==> config.mk <==
export PLATFORM = sky130hd
export DESIGN_NAME = fp_wb_scoreboard
export DESIGN_NICKNAME = d
export VERILOG_FILES = /design/src/rtl/fp_wb_scoreboard.sv
export SDC_FILE = /design/constraint.sdc
export NUM_CORES = 1
export LEC_CHECK = 0
export BUFFER_PORTS_ARGS = -buffer_cell sky130_fd_sc_hd__buf_2
export CELL_PAD_IN_SITES_DETAIL_PLACEMENT = 0
export CELL_PAD_IN_SITES_GLOBAL_PLACEMENT = 1
export CORE_UTILIZATION = 43
export DETAILED_ROUTE_END_ITERATION = 12
export GPL_TIMING_DRIVEN = 0
export PLACE_DENSITY_LB_ADDON = 0.1
export SKIP_CTS_REPAIR_TIMING = 1
export SYNTH_ARGS = -nofsm -noshare
export SYNTH_HDL_FRONTEND = slang
export SYNTH_SLANG_ARGS = --single-unit
==> constraint.sdc <==
create_clock -name clk -period 4.2 [get_ports clk]
set_input_delay 0.84 -clock clk [delete_from_list [all_inputs] [get_ports clk]]
set_output_delay 0.84 -clock clk [all_outputs]
set_load 0.1 [all_outputs]
==> src/rtl/fp_wb_scoreboard.sv <==
`default_nettype none
// ============================================================================
//  Module   : fp_wb_scoreboard
//  Purpose  : FP writeback arbiter with pending-register hazard scoreboard
//             and an in-order FPU result buffer.
//  Revision : 1.0  initial release
// ============================================================================
module fp_wb_scoreboard #(
    parameter int DATA_WIDTH = 32,
    parameter int FIFO_DEPTH = 2
) (
    input  logic                  clk,
    input  logic                  rst,
    input  logic                  issue_valid_i,
    input  logic [4:0]            issue_rd_i,
    input  logic [14:0]           issue_rs_i,
    input  logic [2:0]            issue_rs_use_i,
    output logic                  stall_o,
    input  logic                  ld_valid_i,
    input  logic [4:0]            ld_rd_i,
    input  logic [DATA_WIDTH-1:0] ld_data_i,
    input  logic                  fpu_valid_i,
    input  logic [4:0]            fpu_rd_i,
    input  logic [DATA_WIDTH-1:0] fpu_data_i,
    output logic                  fpu_ready_o,
    output logic                  regfile_we_o,
    output logic [4:0]            regfile_waddr_o,
    output logic [DATA_WIDTH-1:0] regfile_data_o,
    output logic [31:0]           pending_o,
    output logic                  err_o
);

    localparam int              PTR_W     = $clog2(FIFO_DEPTH);
    localparam logic [PTR_W:0]  DEPTH_CNT = (PTR_W + 1)'(FIFO_DEPTH);
    localparam logic [PTR_W:0]  CNT_ONE   = (PTR_W + 1)'(1);
    localparam logic [PTR_W-1:0] PTR_ONE  = PTR_W'(1);

    logic [31:0]           pending;
    logic [31:0]           pending_nxt;

    logic [4:0]            fifo_rd   [FIFO_DEPTH];
    logic [DATA_WIDTH-1:0] fifo_data [FIFO_DEPTH];
    logic [PTR_W-1:0]      wr_ptr;
    logic [PTR_W-1:0]      rd_ptr;
    logic [PTR_W:0]        count;
    logic                  fifo_empty;
    logic                  fifo_full;

    logic                  fpu_xfer;
    logic                  enq;
    logic                  deq;
    logic                  accept;
    logic                  hazard;

    logic                  win_valid;
    logic [4:0]            win_rd;
    logic [DATA_WIDTH-1:0] win_data;

    assign fifo_empty  = (count == '0);
    assign fifo_full   = (count == DEPTH_CNT);
    assign fpu_ready_o = ~fifo_full;
    assign fpu_xfer    = fpu_valid_i & fpu_ready_o;
    assign pending_o   = pending;

    // RAW on any used source, or WAW on the destination.
    assign hazard = pending[issue_rd_i]
                  | (issue_rs_use_i[0] & pending[issue_rs_i[4:0]])
                  | (issue_rs_use_i[1] & pending[issue_rs_i[9:5]])
                  | (issue_rs_use_i[2] & pending[issue_rs_i[14:10]]);
    assign stall_o = issue_valid_i & hazard;
    assign accept  = issue_valid_i & ~hazard;

    // Load first, then buffered FPU results, then a fresh FPU result
    // only if nothing older is queued (keeps FPU results in order).
    always_comb begin
        win_valid = 1'b0;
        win_rd    = '0;
        win_data  = '0;
        deq       = 1'b0;
        if (ld_valid_i) begin
            win_valid = 1'b1;
            win_rd    = ld_rd_i;
            win_data  = ld_data_i;
        end else if (!fifo_empty) begin
            win_valid = 1'b1;
            win_rd    = fifo_rd[rd_ptr];
            win_data  = fifo_data[rd_ptr];
            deq       = 1'b1;
        end else if (fpu_xfer) begin
            win_valid = 1'b1;
            win_rd    = fpu_rd_i;
            win_data  = fpu_data_i;
        end
    end

    assign enq = fpu_xfer & (ld_valid_i | ~fifo_empty);

    // Set is applied after clear so a same-edge set wins.
    always_comb begin
        pending_nxt = pending;
        if (win_valid) begin
            pending_nxt[win_rd] = 1'b0;
        end
        if (accept) begin
            pending_nxt[issue_rd_i] = 1'b1;
        end
    end

    always_ff @(posedge clk or posedge rst) begin
        if (rst) begin
            pending         <= '0;
            wr_ptr          <= '0;
            rd_ptr          <= '0;
            count           <= '0;
            regfile_we_o    <= 1'b0;
            regfile_waddr_o <= '0;
            regfile_data_o  <= '0;
            err_o           <= 1'b0;
        end else begin
            pending      <= pending_nxt;
            regfile_we_o <= win_valid;
            if (win_valid) begin
                regfile_waddr_o <= win_rd;
                regfile_data_o  <= win_data;
                if (!pending[win_rd]) begin
                    err_o <= 1'b1;
                end
            end
            if (enq) begin
                wr_ptr <= wr_ptr + PTR_ONE;
            end
            if (deq) begin
                rd_ptr <= rd_ptr + PTR_ONE;
            end
            case ({enq, deq})
                2'b10:   count <= count + CNT_ONE;
                2'b01:   count <= count - CNT_ONE;
                default: count <= count;
            endcase
        end
    end

    // Storage needs no reset: entries are only visible through count.
    always_ff @(posedge clk) begin
        if (enq) begin
            fifo_rd[wr_ptr]   <= fpu_rd_i;
            fifo_data[wr_ptr] <= fpu_data_i;
        end
    end

endmodule
`default_nettype wire

* After elaboration in Yosys (flattened, before gate mapping)
Memory sizes are Yosys's and may differ from the RTL's.
Cells that the tools add are included.
Widths: inputs -> output; s select.
** Word-level totals
- Register bits after elaboration :: 75
- Input bits :: 102
- Memory bits (writable) :: 74
- Output and inout port bits :: 73
- Logic and storage cells :: 77
- Memories :: 2
** Operators by class
- Order comparisons :: 7
- Equality and inequality tests :: 3
- Bitwise gates (word level) :: 18
- Reductions and logical operators :: 5
- Multiplexer cells :: 30
- Add/subtract/negate cells :: 4
** Memory list
- fifo_data :: depth 2, bits a word 32, rd ports 1, clocked after Yosys merged registers in 0, wr ports 1, line 42 : logic [DATA_WIDTH-1:0] fifo_data [FIFO_DEPTH];
- fifo_rd :: depth 2, bits a word 5, rd ports 1, clocked after Yosys merged registers in 0, wr ports 1, line 41 : logic [4:0] fifo_rd [FIFO_DEPTH];
** Operators by type and width (number)
- $mux 32 :: 5
- $and 32x32->32 :: 1
- $not 32->32 :: 1
- $or 32x32->32 :: 1
- $lt 5x6->1 const B :: 5
- $bmux 1 s5 :: 5
- $mux 5 :: 3
- $mux 1 :: 14
- $demux 1 s5 :: 2
- $ge 5x1->1 const B :: 2
- $and 1x1->1 :: 7
- $eq 2x2->1 const B :: 2
- $not 1->1 :: 4
- $or 1x1->1 :: 4
- $pmux 2 s2 :: 1
- $add 1x1->1 const B :: 2
- $add 2x1->2 const B :: 1
- $eq 2x1->1 const B :: 1
- $logic_and 1x1->1 :: 2
- $logic_not 2->1 :: 1
- $reduce_and 2->1 :: 1
- $reduce_bool 2->1 :: 1
- $sub 2x1->2 const B :: 1

* Logic depth before layout (Yosys ltp)
Gate-level depths: netlist (run 1).
- Depth in word-level cells :: 15
- Gate-level depth with buffers :: 11
- Depth with buffers taken out :: 9

* Worst setup path after synthesis (run 1)
No wires, ideal clock.
- Kind :: flip-flop to output port
- Start point :: register pending[9], in the netlist pending_o[9]
- End point :: output port stall_o
- Buffers on the path :: 0
- Cell stages (with the launch flop) :: 7
- Data arrival time :: 3319 ps
- Data required time :: 3360 ps
- Path slack :: 41 ps
- Cell sequence :: dfrtp_1 -> mux4_2 -> mux4_2 -> mux2_2 -> a22oi_1 -> and3_4 -> nor2b_1
** Between the ends
- Longest elaborated chain between the ends :: 7
- Elaborated cells on any way between the ends :: 15
- Classes of those cells :: mux: 8; bitwise: 7
** RTL lines
- start: declaration :: line 38 : logic [31:0] pending;
- start signal: assignment :: line 120 : pending <= pending_nxt;
- $bmux 1 s5 :: line 67 : | (issue_rs_use_i[0] & pending[issue_rs_i[4:0]])
- $mux 1 (implied by the code) :: line 67
- $and 1x1->1 :: line 67
- $or 1x1->1 :: line 67
- $or 1x1->1 :: line 68 : | (issue_rs_use_i[1] & pending[issue_rs_i[9:5]])
- $or 1x1->1 (*) :: line 69 : | (issue_rs_use_i[2] & pending[issue_rs_i[14:10]]);
- $and 1x1->1 (*) :: line 70 : assign stall_o = issue_valid_i & hazard;
- end: declaration :: line 18 : output logic stall_o,
Every way passes the cells marked *; elsewhere a longest branch is shown, timed or not. The select of a mux whose other input is x is not followed.

* Worst setup path after layout (run 1)
- Start point :: input port issue_rs_i[11]
- End point :: output port stall_o
** Between the ends
- Longest elaborated chain between the ends :: 5
** RTL lines
- start: declaration :: line 16 : input logic [14:0] issue_rs_i,
- $bmux 1 s5 :: line 69
- $mux 1 (implied by the code) :: line 69
- $and 1x1->1 :: line 69
- $or 1x1->1 :: line 69
- $and 1x1->1 :: line 70
No other way between the ends. The select of a mux whose other input is x is not followed.

==> results.sh, run 1 <==
export IMPL_status="finished, final reports clean"
export IMPL_die_y_um=134
export IMPL_wl_um=21500
export IMPL_synthesis_nets=696
export IMPL_clkTransAtPathRegs_ps=70
export IMPL_netlist_area_leader_share=0.296
export IMPL_gp_congestion=0.911
export IMPL_synth_compound_area_frac=0.122
export IMPL_root_buffer="clkbuf_16"
export IMPL_seq_area_frac_synth=0.545
export IMPL_p_seq_frac=0.298
export IMPL_grt_pass1_vias=5905
export IMPL_cts_made_buffers=17
export IMPL_power_leakage_nw=3.78
export IMPL_grt_overflow_total=0
export IMPL_setup_violations=0
export IMPL_sw_frac_of_total=0.525
export IMPL_worst_path_max_fanout=8
export IMPL_syn_inst=593
export IMPL_cts_max_level=4
export IMPL_synth_top_family_by_area="multiplexers"
export IMPL_synth_area_leaders="edfxtp_1, dfrtp_1, mux4_2"
export IMPL_vias=6009
export IMPL_fmax_ghz=0.248
export IMPL_avgRoutedWirePerCell_um=21.1
export IMPL_dieWidth_um=134
export IMPL_layout_drive_gt1_share=0.376
export IMPL_synth_seq_cells=149
export IMPL_cp_arrival_ps=3190
export IMPL_postLayoutSetupSlackWorst_ps=174
export IMPL_yosys_area_share_simple=0.112
export IMPL_cap_violations=0
export IMPL_period_share=0.959
export IMPL_placed_cells=983
export IMPL_synth_most_common_cell="dfrtp_1"
export IMPL_crit_path_start_kind="input pin"
export IMPL_pre_cts_ws_ps=149
export IMPL_synthMuxAreaShare=0.185
export IMPL_cp_end_kind="primary output"
export IMPL_power_internal_mw=3.94
export IMPL_yosys_area_top_type="edfxtp_1"
export IMPL_cts_tree="built"
export IMPL_clock_skew_ps=8.18
export IMPL_grt_max_degree=54
export IMPL_fin_util=0.554
export IMPL_period_needed_ps=4030
export IMPL_whs_ps=391
export IMPL_yosysWarnings=0
export IMPL_ys_types=55
export IMPL_grt_antenna_before_repair=3
export IMPL_syn2layout_area_growth_pct=23.8
export IMPL_power_density_nw_per_um2=890
export IMPL_peakVddDrop_v=0.000632
export IMPL_yosys_top_cells_count="dfrtp_1, edfxtp_1, nor2_1"
export IMPL_p_sw_mw=4.35
export IMPL_syn_avg_cell_area_um2=12.7
export IMPL_clock_power_share=0.179
export IMPL_synthArstFlopShare=0.503
export IMPL_syn_area_um2=7520
export IMPL_synth_xor_area_frac=0.00582
export IMPL_placed_area_um2=8730
export IMPL_via_per_inst=5.90
export IMPL_hpwl_um=15000
export IMPL_start_util=0.447
export IMPL_fin_tns_setup_ps=0
export IMPL_p_total_mw=8.29
export IMPL_port_buffer_count=167
export IMPL_rows=47
export IMPL_cts_sinks=149
export IMPL_num_nets_final=885
export IMPL_ys_flop_type="dfrtp_1"
export IMPL_core_area_um2=16800
export IMPL_hold_viol=0
export IMPL_maxSlewViolCount=0
export IMPL_synth_adder_area_share=0.00166
export IMPL_drc=0
export IMPL_hold_class="input pin to asynchronous set/reset pin"
export IMPL_track_usage=0.248
export IMPL_clk_latency_ps=420
export IMPL_fin_cells=1019
export IMPL_crit_required_ps=3360
export IMPL_max_slew_margin=0.440
export IMPL_first_iter_violations=625
export IMPL_fill_cells=1515
export IMPL_synth_edf_count=74
export IMPL_path_class="input pin to primary output"
export IMPL_ios=175
export IMPL_rsz0062_at_grt="false"
export IMPL_final_cell_area_um2=9310
export IMPL_p_comb_frac=0.524
export IMPL_tightest_slew_ps=840
export IMPL_drtPass1Iterations=8
export IMPL_grt_pass1_wl_um=33600
export IMPL_dieArea_um2=18000
export IMPL_drtAntennaViolNets=0
export IMPL_clk_path_buf_depth=2
[worst paths after layout]
kind / startpoint / endpoint / slack, ps / cells past startpoint
min reg2reg: regfile_waddr_o[3] / regfile_waddr_o[3] / 470 / 1
max in group asynchronous: rst / pending_o[19] / 3200 / 3
min in group clk: regfile_waddr_o[3] / regfile_waddr_o[3] / 470 / 1
min: rst / regfile_data_o[17] / 390 / 2
max reg2reg: count[1] / pending_o[10] / 1190 / 9
max: issue_rs_i[11] / stall_o / 170 / 8
[power by group through the flow]
stage          sequential [mW]  combinational, mW  clock, mW
2_1_floorplan             4.40               1.45          0
3_3_place_gp              2.48               4.25          0
3_5_place_dp              2.48               4.34          0
4_1_cts                   2.46               4.35       1.51
5_1_grt                   2.53               4.54       1.56
6_report                  2.47               4.34       1.48
[layout by cell type, fill, tap and decap left out, types with 3 or more instances in the layout]
cell type   synthesis  routed
diode_2             0       4
nand3_1             6       6
buf_16              0       3
clkinvlp_4          0       3
nand2_1            28      28
a31oi_1             3       3
a21oi_1             5       5
buf_2               8     175
o21ai_1            32      32
dfrtp_1            75      75
inv_1              12      11
mux2i_1            11      11
a22oi_1             3       3
a222oi_1           29      29
mux2_2             34      34
clkbuf_1           25      26
nand2b_1           31      31
edfxtp_1           74      74
o21ai_0            40      40
nand3b_1            3       3
inv_6               0       5
o22ai_1             3       3
and2_1              7       7
buf_1               4       4
or3_1               3       3
o221ai_1            3       3
mux4_2             40      40
nor2_1             74      72
xnor2_1             4       4
clkbuf_16           0      17
[layer usage]
metal  global-route usage  routed length (µm)
met1                0.335                9070
met2                0.394               10200
met3               0.0646                1800
met4               0.0749                 397
met5                    0                   0
[cell type report]
cell class                      count  area [µm²]  share of cell area
Sequential cell                   149        4100               0.440
Multi-Input combinational cell    392        3230               0.347
Timing Repair Buffer              170         918              0.0986
Clock buffer                       18         429              0.0461
Tap cell                          220         275              0.0296
Buffer                             38         156              0.0168
Clock inverter                     14         141              0.0152
Inverter                           14        55.1             0.00591
Antenna cell                        4        10.0             0.00107
[worst max-delay path, stage by stage]
cell and delay [ps]:
clkbuf_1 360, mux4_2 370, mux4_2 490, mux2_2 280, a22oi_1 200, and3_4 290, nor2b_1 60, buf_2 290
[state kept, by name, indices dropped and copies added, names as in the netlist]
signal,cells
count,2
err_o,1
fifo_data,64
fifo_rd,10
pending_o,32
rd_ptr,1
regfile_data_o,32
regfile_waddr_o,5
regfile_we_o,1
wr_ptr,1
[logic make-up (layout without fill, tap and decap cells)]
| logic type | Yosys count | count (layout) |
|---|---|---|
| fa+ha+maj | 1 | 1 |
| simple gates | 166 | 166 |
| mux | 85 | 85 |
| buf+inv | 52 | 254 |
| other cells | 0 | 4 |
| flops | 149 | 149 |
| xor+xnor | 5 | 5 |
| compound gates | 135 | 135 |
(Power assumes the default switching activity.)
==> run 2: changes to the inputs <==
--- a/config.mk
+++ b/config.mk
@@ -8,7 +8,7 @@
 export BUFFER_PORTS_ARGS = -buffer_cell sky130_fd_sc_hd__buf_2
 export CELL_PAD_IN_SITES_DETAIL_PLACEMENT = 0
 export CELL_PAD_IN_SITES_GLOBAL_PLACEMENT = 1
-export CORE_UTILIZATION = 43
+export CORE_UTILIZATION = 47
 export DETAILED_ROUTE_END_ITERATION = 12
 export GPL_TIMING_DRIVEN = 0
 export PLACE_DENSITY_LB_ADDON = 0.1
==> constraint.sdc (replaced) <==
create_clock -name clk -period 4.7 [get_ports clk]
set_input_delay 0.94 -clock clk [delete_from_list [all_inputs] [get_ports clk]]
set_output_delay 0.94 -clock clk [all_outputs]
set_load 0.1 [all_outputs]
==> run 2 against run 1 <==
Critical path depth is the same. Sequential share of layout area rose by 0.077 points. Final cell count fell by 1.1%. Worst hold slack gained 7.4 ps. Register-to-register slack better by 430 ps. Combinational power fell by 11%. Count of clock-buffer cells in the layout is 5 higher. Via count fell by 1.3%. Global-route usage is 1.2 points higher. Routed wire length down 4.7%. Clock power decreased by 8%. Largest power group unchanged.
==> results.sh, run 2 (synthesis results as in run 1) <==
export IMPL_status="finished, final reports clean"
export IMPL_clk_path_buf_depth=2
export IMPL_hold_class="input pin to asynchronous set/reset pin"
export IMPL_drtAntennaViolNets=0
export IMPL_clock_skew_ps=8.60
export IMPL_period_share=0.915
export IMPL_drc=0
export IMPL_cts_sinks=149
export IMPL_first_iter_violations=558
export IMPL_period_needed_ps=4300
export IMPL_port_buffer_count=167
export IMPL_placed_area_um2=8700
export IMPL_peakVddDrop_v=0.000451
export IMPL_p_total_mw=7.41
export IMPL_rsz0062_at_grt="false"
export IMPL_num_nets_final=885
export IMPL_cap_violations=0
export IMPL_grt_max_degree=70
export IMPL_cts_made_buffers=17
export IMPL_avgRoutedWirePerCell_um=20.3
export IMPL_start_util=0.487
export IMPL_grt_overflow_total=0
export IMPL_largest_register_ffs=64
export IMPL_clk_latency_ps=420
export IMPL_gp_congestion=0.901
export IMPL_path_class="input pin to primary output"
export IMPL_drtPass1Iterations=8
export IMPL_setup_violations=0
export IMPL_grt_pass1_vias=5856
export IMPL_mostFrequentLayoutCell="buf_2"
export IMPL_final_cell_area_um2=9300
export IMPL_fill_cells=1378
export IMPL_fin_util=0.603
export IMPL_tightest_slew_ps=932
export IMPL_crit_required_ps=3760
export IMPL_hold_viol=0
export IMPL_dieArea_um2=16500
export IMPL_crit_path_start_kind="input pin"
export IMPL_hpwl_um=14400
export IMPL_track_usage=0.260
export IMPL_power_leakage_nw=3.79
export IMPL_cp_end_kind="primary output"
export IMPL_via_per_inst=5.88
export IMPL_wl_um=20500
export IMPL_layout_cells_most_common_list="buf_2, dfrtp_1, edfxtp_1"
export IMPL_core_area_um2=15400
export IMPL_syn2layout_area_growth_pct=23.6
export IMPL_die_y_um=128
export IMPL_cp_arrival_ps=3360
export IMPL_cts_tree="built"
export IMPL_dieWidth_um=128
export IMPL_grt_antenna_before_repair=1
export IMPL_rows=45
export IMPL_vias=5931
export IMPL_max_slew_margin=0.378
export IMPL_fmax_ghz=0.233
export IMPL_ios=175
export IMPL_worst_path_max_fanout=8
export IMPL_layout_drive_gt1_share=0.371
export IMPL_clkTransAtPathRegs_ps=60
export IMPL_grt_pass1_wl_um=32000
export IMPL_fin_tns_setup_ps=0
export IMPL_maxSlewViolCount=0
export IMPL_root_buffer="clkbuf_16"
export IMPL_power_density_nw_per_um2=797
export IMPL_cts_max_level=4
export IMPL_top_register="fifo_data"
## run 2: cell types whose count changed in the layout (fill, tap and decap cells not counted), sizes merged
cell,previous run,this run
bufinv,1,3
diode,4,2
clkinv,3,5
clkbuf,43,48
inv,21,15
clkinvlp,3,0
## run 2: final cells by class
type / instances / area [µm²] / share of cell area
Antenna cell: 2 / 5.00 / 0.000538
Inverter: 14 / 55.1 / 0.00592
Clock buffer: 23 / 458 / 0.0493
Clock inverter: 9 / 128 / 0.0137
Tap cell: 211 / 264 / 0.0284
Multi-Input combinational cell: 392 / 3230 / 0.347
Timing Repair Buffer: 170 / 903 / 0.0972
Buffer: 38 / 156 / 0.0168
Sequential cell: 149 / 4100 / 0.441
## run 2: worst paths after layout
kind	endpoint	slack (ps)	cells past startpoint	from
worst min register to register	regfile_waddr_o[4]	480	2	regfile_waddr_o[4]
worst max register to register	err_o	1620	9	count[1]
min in group clk	regfile_waddr_o[4]	480	2	regfile_waddr_o[4]
worst max-delay path	stall_o	400	8	issue_rs_i[11]
max in group asynchronous	count[1]	3710	3	rst
worst min-delay path	regfile_data_o[15]	400	2	rst
## run 2: metrics by stage
stage	hold WS, ps	worst slack (ps)	cells
global route	393	348	1006
floorplan	468	357	593
detailed placement	465	420	974
global placement	459	-701	971
finish	398	401	1008
CTS	387	406	1006
## run 2: routing by layer
| layer | vias up | GRT usage | share of wire |
|---|---|---|---|
| met4 | 0 | 0.0844 | 0.018 |
| met3 | 35 | 0.0736 | 0.086 |
| li1 | 2668 | - | - |
| met1 | 2905 | 0.344 | 0.41 |
| met2 | 323 | 0.417 | 0.48 |
| met5 | - | 0 | 0 |
## run 2: critical path, cell delays in order
cell and delay [ps]:
clkbuf_1 370, mux4_2 380, mux4_2 500, mux2_2 280, a22oi_1 230, and3_4 300, nor2b_1 70, buf_2 290
## run 2: power by group
group	switching (mW)	internal [mW]
sequential	0.382	1.82
combinational	2.90	0.949
clock	0.512	0.848
